### config.mk
export PLATFORM = sky130hd
export DESIGN_NAME = traffic_intersection_ctrl
export DESIGN_NICKNAME = d
export VERILOG_FILES = /design/src/rtl/traffic_pkg.sv /design/src/rtl/phase_timer.sv /design/src/rtl/traffic_intersection_ctrl.sv
export SDC_FILE = /design/constraint.sdc
export NUM_CORES = 1
export LEC_CHECK = 0
export CAP_MARGIN = 15
export CORE_UTILIZATION = 55
export CTS_BUF_LIST = sky130_fd_sc_hd__clkbuf_4 sky130_fd_sc_hd__clkbuf_8
export DETAILED_ROUTE_END_ITERATION = 7
export PLACE_DENSITY = 0.88
export SLEW_MARGIN = 20
export SYNTH_ARGS = -nofsm -noshare
export SYNTH_HDL_FRONTEND = slang
export SYNTH_HIERARCHICAL = 1
export SYNTH_SLANG_ARGS = --single-unit
### constraint.sdc
create_clock -name clk -period 3.1 [get_ports clk]
set_input_delay 0.93 -clock clk [delete_from_list [all_inputs] [get_ports clk]]
set_output_delay 0.93 -clock clk [all_outputs]
set_load 0.05 [all_outputs]
### src/rtl/traffic_pkg.sv
// Shared phase encodings and lamp layout for the intersection controller,
// its light drivers and any status monitors.
package traffic_pkg;

  localparam int PHASE_W = 3;

  localparam logic [2:0] ST_MAIN_GREEN  = 3'd0;
  localparam logic [2:0] ST_MAIN_YELLOW = 3'd1;
  localparam logic [2:0] ST_ALLRED_A    = 3'd2;
  localparam logic [2:0] ST_SIDE_GREEN  = 3'd3;
  localparam logic [2:0] ST_SIDE_YELLOW = 3'd4;
  localparam logic [2:0] ST_ALLRED_B    = 3'd5;

  // Lamp vectors are ordered {r,y,g}, MSB first.
  typedef struct packed {
    logic r;
    logic y;
    logic g;
  } lamp_t;

  localparam lamp_t LAMP_RED    = '{r: 1'b1, y: 1'b0, g: 1'b0};
  localparam lamp_t LAMP_YELLOW = '{r: 1'b0, y: 1'b1, g: 1'b0};
  localparam lamp_t LAMP_GREEN  = '{r: 1'b0, y: 1'b0, g: 1'b1};

endpackage

### src/rtl/phase_timer.sv
// Per-phase cycle counter: clears on request, otherwise counts up and sticks
// at all-ones; done flags an exact match against a runtime limit.
module phase_timer #(
  parameter int TW = 8
) (
  input  logic          clk,
  input  logic          rst_n,
  input  logic          clr,
  input  logic [TW-1:0] limit,
  output logic [TW-1:0] count,
  output logic          done
);

  logic [TW-1:0] count_q, count_d;

  always_comb begin
    count_d = count_q;
    if (clr) begin
      count_d = '0;
    end else if (count_q != {TW{1'b1}}) begin
      count_d = count_q + TW'(1);
    end
  end

  always_ff @(posedge clk or negedge rst_n) begin
    if (!rst_n) begin
      count_q <= '0;
    end else begin
      count_q <= count_d;
    end
  end

  assign count = count_q;
  assign done  = (count_q == limit);

endmodule

### src/rtl/traffic_intersection_ctrl.sv
// Two-road intersection sequencer: main road rests on green, side-road and
// pedestrian requests are latched and served through yellow and all-red.
module traffic_intersection_ctrl
  import traffic_pkg::*;
#(
  parameter int TW        = 8,
  parameter int GREEN_MIN = 4,
  parameter int GREEN_MAX = 10,
  parameter int YELLOW_T  = 2,
  parameter int ALLRED_T  = 1
) (
  input  logic               clk,
  input  logic               rst_n,
  input  logic               side_sensor,
  input  logic               ped_btn,
  output logic               main_r,
  output logic               main_y,
  output logic               main_g,
  output logic               side_r,
  output logic               side_y,
  output logic               side_g,
  output logic               ped_walk,
  output logic [PHASE_W-1:0] phase
);

  localparam logic [TW-1:0] GMIN_LIM   = TW'(GREEN_MIN - 1);
  localparam logic [TW-1:0] GMAX_LIM   = TW'(GREEN_MAX - 1);
  localparam logic [TW-1:0] YELLOW_LIM = TW'(YELLOW_T - 1);
  localparam logic [TW-1:0] ALLRED_LIM = TW'(ALLRED_T - 1);

  logic [PHASE_W-1:0] state_q, state_d;
  logic               side_pend_q, side_pend_d;
  logic               ped_pend_q, ped_pend_d;
  logic               ped_srv_q, ped_srv_d;

  logic [TW-1:0] tmr_limit;
  logic [TW-1:0] tmr_count;
  logic          tmr_done;
  logic          tmr_clr;
  logic          green_min_met;
  logic          enter_side;
  logic          leave_allred_b;
  lamp_t         main_lamp, side_lamp;

  always_comb begin
    tmr_limit = GMIN_LIM;
    case (state_q)
      ST_MAIN_YELLOW, ST_SIDE_YELLOW: tmr_limit = YELLOW_LIM;
      ST_ALLRED_A, ST_ALLRED_B:       tmr_limit = ALLRED_LIM;
      ST_SIDE_GREEN:                  tmr_limit = GMAX_LIM;
      default:                        tmr_limit = GMIN_LIM;
    endcase
  end

  phase_timer #(.TW(TW)) u_timer (
    .clk   (clk),
    .rst_n (rst_n),
    .clr   (tmr_clr),
    .limit (tmr_limit),
    .count (tmr_count),
    .done  (tmr_done)
  );

  assign green_min_met = (tmr_count >= GMIN_LIM);

  always_comb begin
    state_d = state_q;
    case (state_q)
      ST_MAIN_GREEN:
        if (green_min_met && (side_pend_q || ped_pend_q)) state_d = ST_MAIN_YELLOW;
      ST_MAIN_YELLOW:
        if (tmr_done) state_d = ST_ALLRED_A;
      ST_ALLRED_A:
        if (tmr_done) state_d = ST_SIDE_GREEN;
      // Side green ends on the cap, or early once the raw sensor goes quiet.
      ST_SIDE_GREEN:
        if (tmr_done || (green_min_met && !side_sensor)) state_d = ST_SIDE_YELLOW;
      ST_SIDE_YELLOW:
        if (tmr_done) state_d = ST_ALLRED_B;
      ST_ALLRED_B:
        if (tmr_done) state_d = ST_MAIN_GREEN;
      default:
        state_d = ST_MAIN_GREEN;
    endcase
  end

  assign tmr_clr        = (state_d != state_q);
  assign enter_side     = (state_q == ST_ALLRED_A) && (state_d == ST_SIDE_GREEN);
  assign leave_allred_b = (state_q == ST_ALLRED_B) && (state_d == ST_MAIN_GREEN);

  // Clearing on side-green entry wins over a request sampled on that same edge.
  always_comb begin
    side_pend_d = side_pend_q | (side_sensor && (state_q != ST_SIDE_GREEN));
    ped_pend_d  = ped_pend_q  | (ped_btn     && (state_q != ST_SIDE_GREEN));
    ped_srv_d   = ped_srv_q;
    if (enter_side) begin
      side_pend_d = 1'b0;
      ped_pend_d  = 1'b0;
      ped_srv_d   = ped_pend_q;
    end else if (leave_allred_b) begin
      ped_srv_d   = 1'b0;
    end
  end

  always_ff @(posedge clk or negedge rst_n) begin
    if (!rst_n) begin
      state_q     <= ST_MAIN_GREEN;
      side_pend_q <= 1'b0;
      ped_pend_q  <= 1'b0;
      ped_srv_q   <= 1'b0;
    end else begin
      state_q     <= state_d;
      side_pend_q <= side_pend_d;
      ped_pend_q  <= ped_pend_d;
      ped_srv_q   <= ped_srv_d;
    end
  end

  // Illegal encodings show red both ways until the next edge recovers them.
  always_comb begin
    main_lamp = LAMP_RED;
    side_lamp = LAMP_RED;
    case (state_q)
      ST_MAIN_GREEN:  main_lamp = LAMP_GREEN;
      ST_MAIN_YELLOW: main_lamp = LAMP_YELLOW;
      ST_SIDE_GREEN:  side_lamp = LAMP_GREEN;
      ST_SIDE_YELLOW: side_lamp = LAMP_YELLOW;
      default: begin
        main_lamp = LAMP_RED;
        side_lamp = LAMP_RED;
      end
    endcase
  end

  assign {main_r, main_y, main_g} = main_lamp;
  assign {side_r, side_y, side_g} = side_lamp;
  assign ped_walk = (state_q == ST_SIDE_GREEN) && ped_srv_q;
  assign phase    = state_q;

endmodule

## Yosys cells after proc, flatten, opt, wreduce, memory -nomap -nowiden

Cells that the tools add are included.

| storage, ports and cells | value |
|---|---|
| ROM bits | 0 |
| bits in latches | 0 |
| output and inout port bits | 10 |
| input bits | 4 |
| bits in registers | 14 |
| RAM bits | 0 |
| word-level logic and storage cells | 51 |
| memories kept | 0 |

| operators by class | value |
|---|---|
| eq/ne operators | 10 |
| magnitude comparators | 1 |
| reduce and logical (&&, ||, !) cells | 16 |
| muxes and demuxes | 16 |
| bitwise gates (word level) | 2 |
| $mul | 0 |
| divide/modulo/power cells | 0 |
| $add $sub $neg | 1 |
| shift operators | 0 |

Operators with widths:

| operator | number |
|---|---|
| $mux W3 | 6 |
| $pmux W3 S6 | 1 |
| $mux W8 | 2 |
| $pmux W3 S2 | 2 |
| $pmux W4 S3 | 1 |
| $eq A3 B2 Y1 const B | 3 |
| $add A8 B1 Y8 const B | 1 |
| $eq A8 B4 Y1 | 1 |
| $ge A8 B2 Y1 const B | 1 |
| $ne A8 B8 Y1 const B | 1 |
| $logic_and A1 B1 Y1 | 7 |
| $eq A3 B3 Y1 const B | 2 |
| $logic_not A3 Y1 | 2 |
| $mux W1 | 4 |
| $reduce_bool A2 Y1 | 2 |
| $reduce_or A2 Y1 | 2 |
| $eq A3 B1 Y1 const B | 1 |
| $ne A3 B2 Y1 const B | 1 |
| $ne A3 B3 Y1 | 1 |
| $logic_or A1 B1 Y1 | 2 |
| $or A1 B1 Y1 | 2 |
| $logic_not A1 Y1 | 1 |

## Logic depth before layout (Yosys ltp)

| depth | value |
|---|---|
| depth after elaboration | 11 |
| depth in mapped cells | 13 |
| gate-level depth less buffers | 10 |

## By module

The synthesis kept the hierarchy.

Modules (own cells, without submodules):

| module | seq. area each (um2) | times used | area an instance (um2) | cells each |
|---|---|---|---|---|
| phase_timer | 200.2 | 1 | 541.8 | 58 |
| traffic_intersection_ctrl | 150.1 | 1 | 437.9 | 55 |

## Worst setup path after synthesis

Ideal clock, no wire load.

| timing path | value |
|---|---|
| path type | reg2out |
| start | register state_q[2], in the netlist phase[2] |
| end | output port side_r |
| setup slack | -0.195 ns |
| arrival time | 2.365 ns |
| cell stages (with the launch flop) | 5 |
| buffers on the path | 1 |
| data required time | 2.170 ns |
| cells stage by stage | dfrtp_1 -> clkbuf_2 -> nor2b_1 -> nor2b_1 -> nor2_1 |

| between the ends | value |
|---|---|
| cells in the longest elaborated chain, start to end | 2 |
| elaborated cells on any way between the ends | 3 |
| those cells by class | 2 x eq/ne; 1 x mux |

RTL lines:

| element | line | RTL |
|---|---|---|
| start, declared | traffic_intersection_ctrl.sv:31 | `logic [PHASE_W-1:0] state_q, state_d;` |
| start signal, assigned | traffic_intersection_ctrl.sv:112 | `state_q <= state_d;` |
| $eq A3 B3 Y1 or $eq A3 B2 Y1 (tied branches) | traffic_intersection_ctrl.sv:123 | `case (state_q)` |
| $pmux W3 S2 (*) | traffic_intersection_ctrl.sv:123 |  |
| end, declared | traffic_intersection_ctrl.sv:19 | `output logic side_r,` |

Every way passes the cells marked *; elsewhere a longest branch is shown, timed or not.

## Final worst setup path

| timing path | value |
|---|---|
| start | register state_q[2], in the netlist phase[2] |
| end | output port side_y |

| between the ends | value |
|---|---|
| cells in the longest elaborated chain, start to end | 2 |
| elaborated cells on any way between the ends | 3 |
| those cells by class | 2 x eq/ne; 1 x mux |

RTL lines:

| element | line | RTL |
|---|---|---|
| $eq A3 B3 Y1 or $eq A3 B2 Y1 (tied branches) | traffic_intersection_ctrl.sv:123 |  |
| $pmux W3 S2 (*) | traffic_intersection_ctrl.sv:123 |  |
| end, declared | traffic_intersection_ctrl.sv:20 | `output logic side_y,` |

Marked as above.

==> metrics.md <==
| Metric | Value |
|---|---|
| Normalized max-slew margin | 0.581 |
| Synthesized area | 980 um2 |
| First-pass GRT wire length | 3490 um |
| Core Area | 1580 um2 |
| Vias in the first global route | 793 |
| TritonCTS clock tree | done |
| Fmax | 336 MHz |
| HP Class | reg2reg |
| Post-synthesis xor/xnor area fraction | 0.0715 |
| Clock Pin Slew Worst Setup and Hold Paths | 0.09 ns |
| Die width | 44.2 um |
| Register Area | 350 um2 |
| Most common cell after layout, fill and taps aside | dfrtp_1 |
| Worst EP arrival | 2.04 ns |
| Worst vdd ir | 0.000597 V |
| CP startpoint kind | flop |
| Clock Sink Count | 14 |
| DRC Markers | 0 |
| Most frequent cells in the layout | 14 x dfrtp_1, 10 x clkdlybuf4s50_1, 9 x a21oi_1 |
| Worst-path cell chain | nor2b_1 > nor2b_2 > clkdlybuf4s50_1 |
| CTS hold repair buffers | 0 |
| Syn Area/Cell | 8.67 um2 |
| Initial core utilization | 0.621 |
| Layout cells sized above 1 | 0.118 |
| Worst-Skew Late Latency | 0.28 ns |
| Family with the most delay on the worst path | buffers and inverters |
| Synth area leaders | dfrtp_1 36%, xnor2_1 7.2%, a21oi_1 4.6% |
| Unique masters post-synth | 39 |
| Synth top area share | 0.358 |
| Drt wl/cell | 14.5 um |
| Vias | 898 |
| Io pins | 14 |
| CP Max Fanout | 10 |
| Slowest-stage cell, CP | clkdlybuf4s50_1 |
| ANT nets after route | 0 |
| Global Route Usage Sum | 0.244 |
| Routed vias/inst | 6.28 |
| Post-Synthesis Cells | 113 |
| Max Cap Violations | 0 |
| Final net count | 133 |
| Setup_tns | 0 ns |
| Hold Slack | 0.558 ns |
| Post-route non-filler standard cell count | 143 |
| Fill cells | 116 |
| Die height | 44.2 um |
| Largest net degree at the start of global routing | 17 |
| Post-Route WL | 2070 um |
| Mux contribution to synthesized area | 0.0102 |
| Fin crit share | 0.959 |
| Initial DRC count | 46 |
| RSZ-0062 raised after global routing | false |
| IO buf count | 13 |
| Status | finished, final reports clean |
| Grt total ovfl | 0 |
| LEAKAGE | 0.459 nW |
| Area delta synth->final | 17.4% |
| Share of the core filled with cells | 0.729 |
| Crit path time final | 2.97 ns |
| Worst Path Buf+Inv | 1 |
| CTS buffer count | 3 |
| N_diodes | 0 |
| # placed instances | 139 |
| Post-synthesis sequential area ratio | 0.358 |
| Post-Synth Adder-Cell Area | 0.0128 |
| DP HPWL | 1490 um |
| Slew Limit Fails | 0 |
| Total power | 1.00 mW |
| Multi-input gate area | 581 um2 |
| Complex-gate fraction of the synthesized area | 0.212 |
| Final GP Congestion | 0.828 |
| Clock Skew | 0.00337 ns |
| Crit Path Class | reg2out |
| Pwr dens | 870 nW/um2 |
| Syn. warnings | 6 |
| Worst-Margin Slew | 0.627 ns |
| Synthesis-stage register bit count | 14 |
| H-tree levels | 1 |
| First-pass DRT Iterations | 6 |
| Hold Vio Cnt, Final | 0 |
| Clk buf depth | 2 |
| Main combinational cell family by area after synthesis | simple AND/OR/NAND/NOR gates |
| Antenna violations before repair | 0 |
| Slowest stage delay, CP | 0.81 ns |
| Crit. End Element | output pin |
| Largest area contributor in the netlist | dfrtp_1 |
| Critical Path RT | 2.17 ns |
| Post-Synth Simple-Gate Area | 0.262 |
| Postcts setup bufs | 0 |
| Die area | 1950 um2 |
| Clk Tree Root Cell | clkbuf_4 |
| Final setup viols | 0 |
| Row Count | 14 |
==> worst register-to-register path: cells and delay by family (launching register included) <==
kind            cells  cell delay (ns)
compound gates      3             0.56
simple gates        4             0.70
flops               1             0.50
buf+inv             2             0.31
xor+xnor            1             0.13
==> cells by family (layout without fill, tap and decap cells) <==
kind of cell,after synthesis,after routing
simple gates,45,45
compound gates,31,31
xor+xnor,8,8
mux,1,1
fa+ha+maj,1,1
other cells,1,5
buf+inv,12,22
flops,14,14
==> state kept, by name (all words and copies together) (netlist names) <==
signal         count
u_timer/count      8
phase              3
ped_pend_q         1
ped_srv_q          1
side_pend_q        1
==> cell usage after synthesis, drive strengths merged <==
| master | instances |
|---|---|
| dfrtp | 14 |
| a21oi | 9 |
| nor2 | 9 |
| nand2 | 8 |
| nor3 | 8 |
| xnor2 | 8 |
| buf | 7 |
| o21ai | 6 |
| a211oi | 4 |
| a31oi | 4 |
| nand3 | 4 |
| nand4 | 4 |
| nor2b | 4 |
| clkbuf | 3 |
| and3 | 2 |
| and4 | 2 |
| inv | 2 |
| nor4b | 2 |
| a21boi | 1 |
| a21o | 1 |
| a311oi | 1 |
| a41oi | 1 |
| and2 | 1 |
| conb | 1 |
| ha | 1 |
| mux2i | 1 |
| nor4 | 1 |
| o211a | 1 |
| o211ai | 1 |
| o21bai | 1 |
| o32a | 1 |
==> power breakdown <==
group / leakage [nW] / internal, mW / total [mW] / switching [mW]
clock: 0.0210 / 0.0715 / 0.131 / 0.0594
sequential: 0.160 / 0.243 / 0.409 / 0.166
combinational: 0.277 / 0.203 / 0.460 / 0.257
==> metrics by stage <==
stage / cell area (um2) / setup WS, ns
final: 1150 / 0.126
after global placement: 1110 / 0.418
after global routing: 1150 / 0.0337
after floorplan: 1000 / 0.0762
after detailed placement: 1110 / 0.342
after CTS: 1140 / 0.0248
==> layout make-up <==
cell class	instances	share of cell area
clock buffers	4	0.0316
inverters	2	0.00653
multi-input cells	91	0.505
flip-flops and latches	14	0.305
well taps	16	0.0174
repair buffers	16	0.135
==> metal layers <==
metal,routed length (um),up-vias,track usage
met2,965,39,0.374
met5,0,-,0
met3,119,2,0.0367
met1,972,420,0.350
li1,-,437,-
met4,14,0,0.0970
==> path summary, 6_finish.rpt <==
path | from | to | slack (ns) | cells past startpoint
worst max-delay path | phase[2] | side_y | 0.13 | 3
worst min-delay path | ped_srv_q | ped_srv_q | 0.56 | 2
worst max register to register | phase[2] | u_timer/count[4] | 0.77 | 10
worst min register to register | ped_srv_q | ped_srv_q | 0.56 | 2
max in group asynchronous | rst_n | u_timer/count[0] | 1.66 | 1
min in group asynchronous | rst_n | u_timer/count[2] | 1.03 | 1
==> timing repair <==
action,4_1_cts,5_1_grt
setup endpoints to repair,0,2
gates resized for setup,0,2
endpoints found under the hold margin,0,0
(Power assumes the default switching activity.)
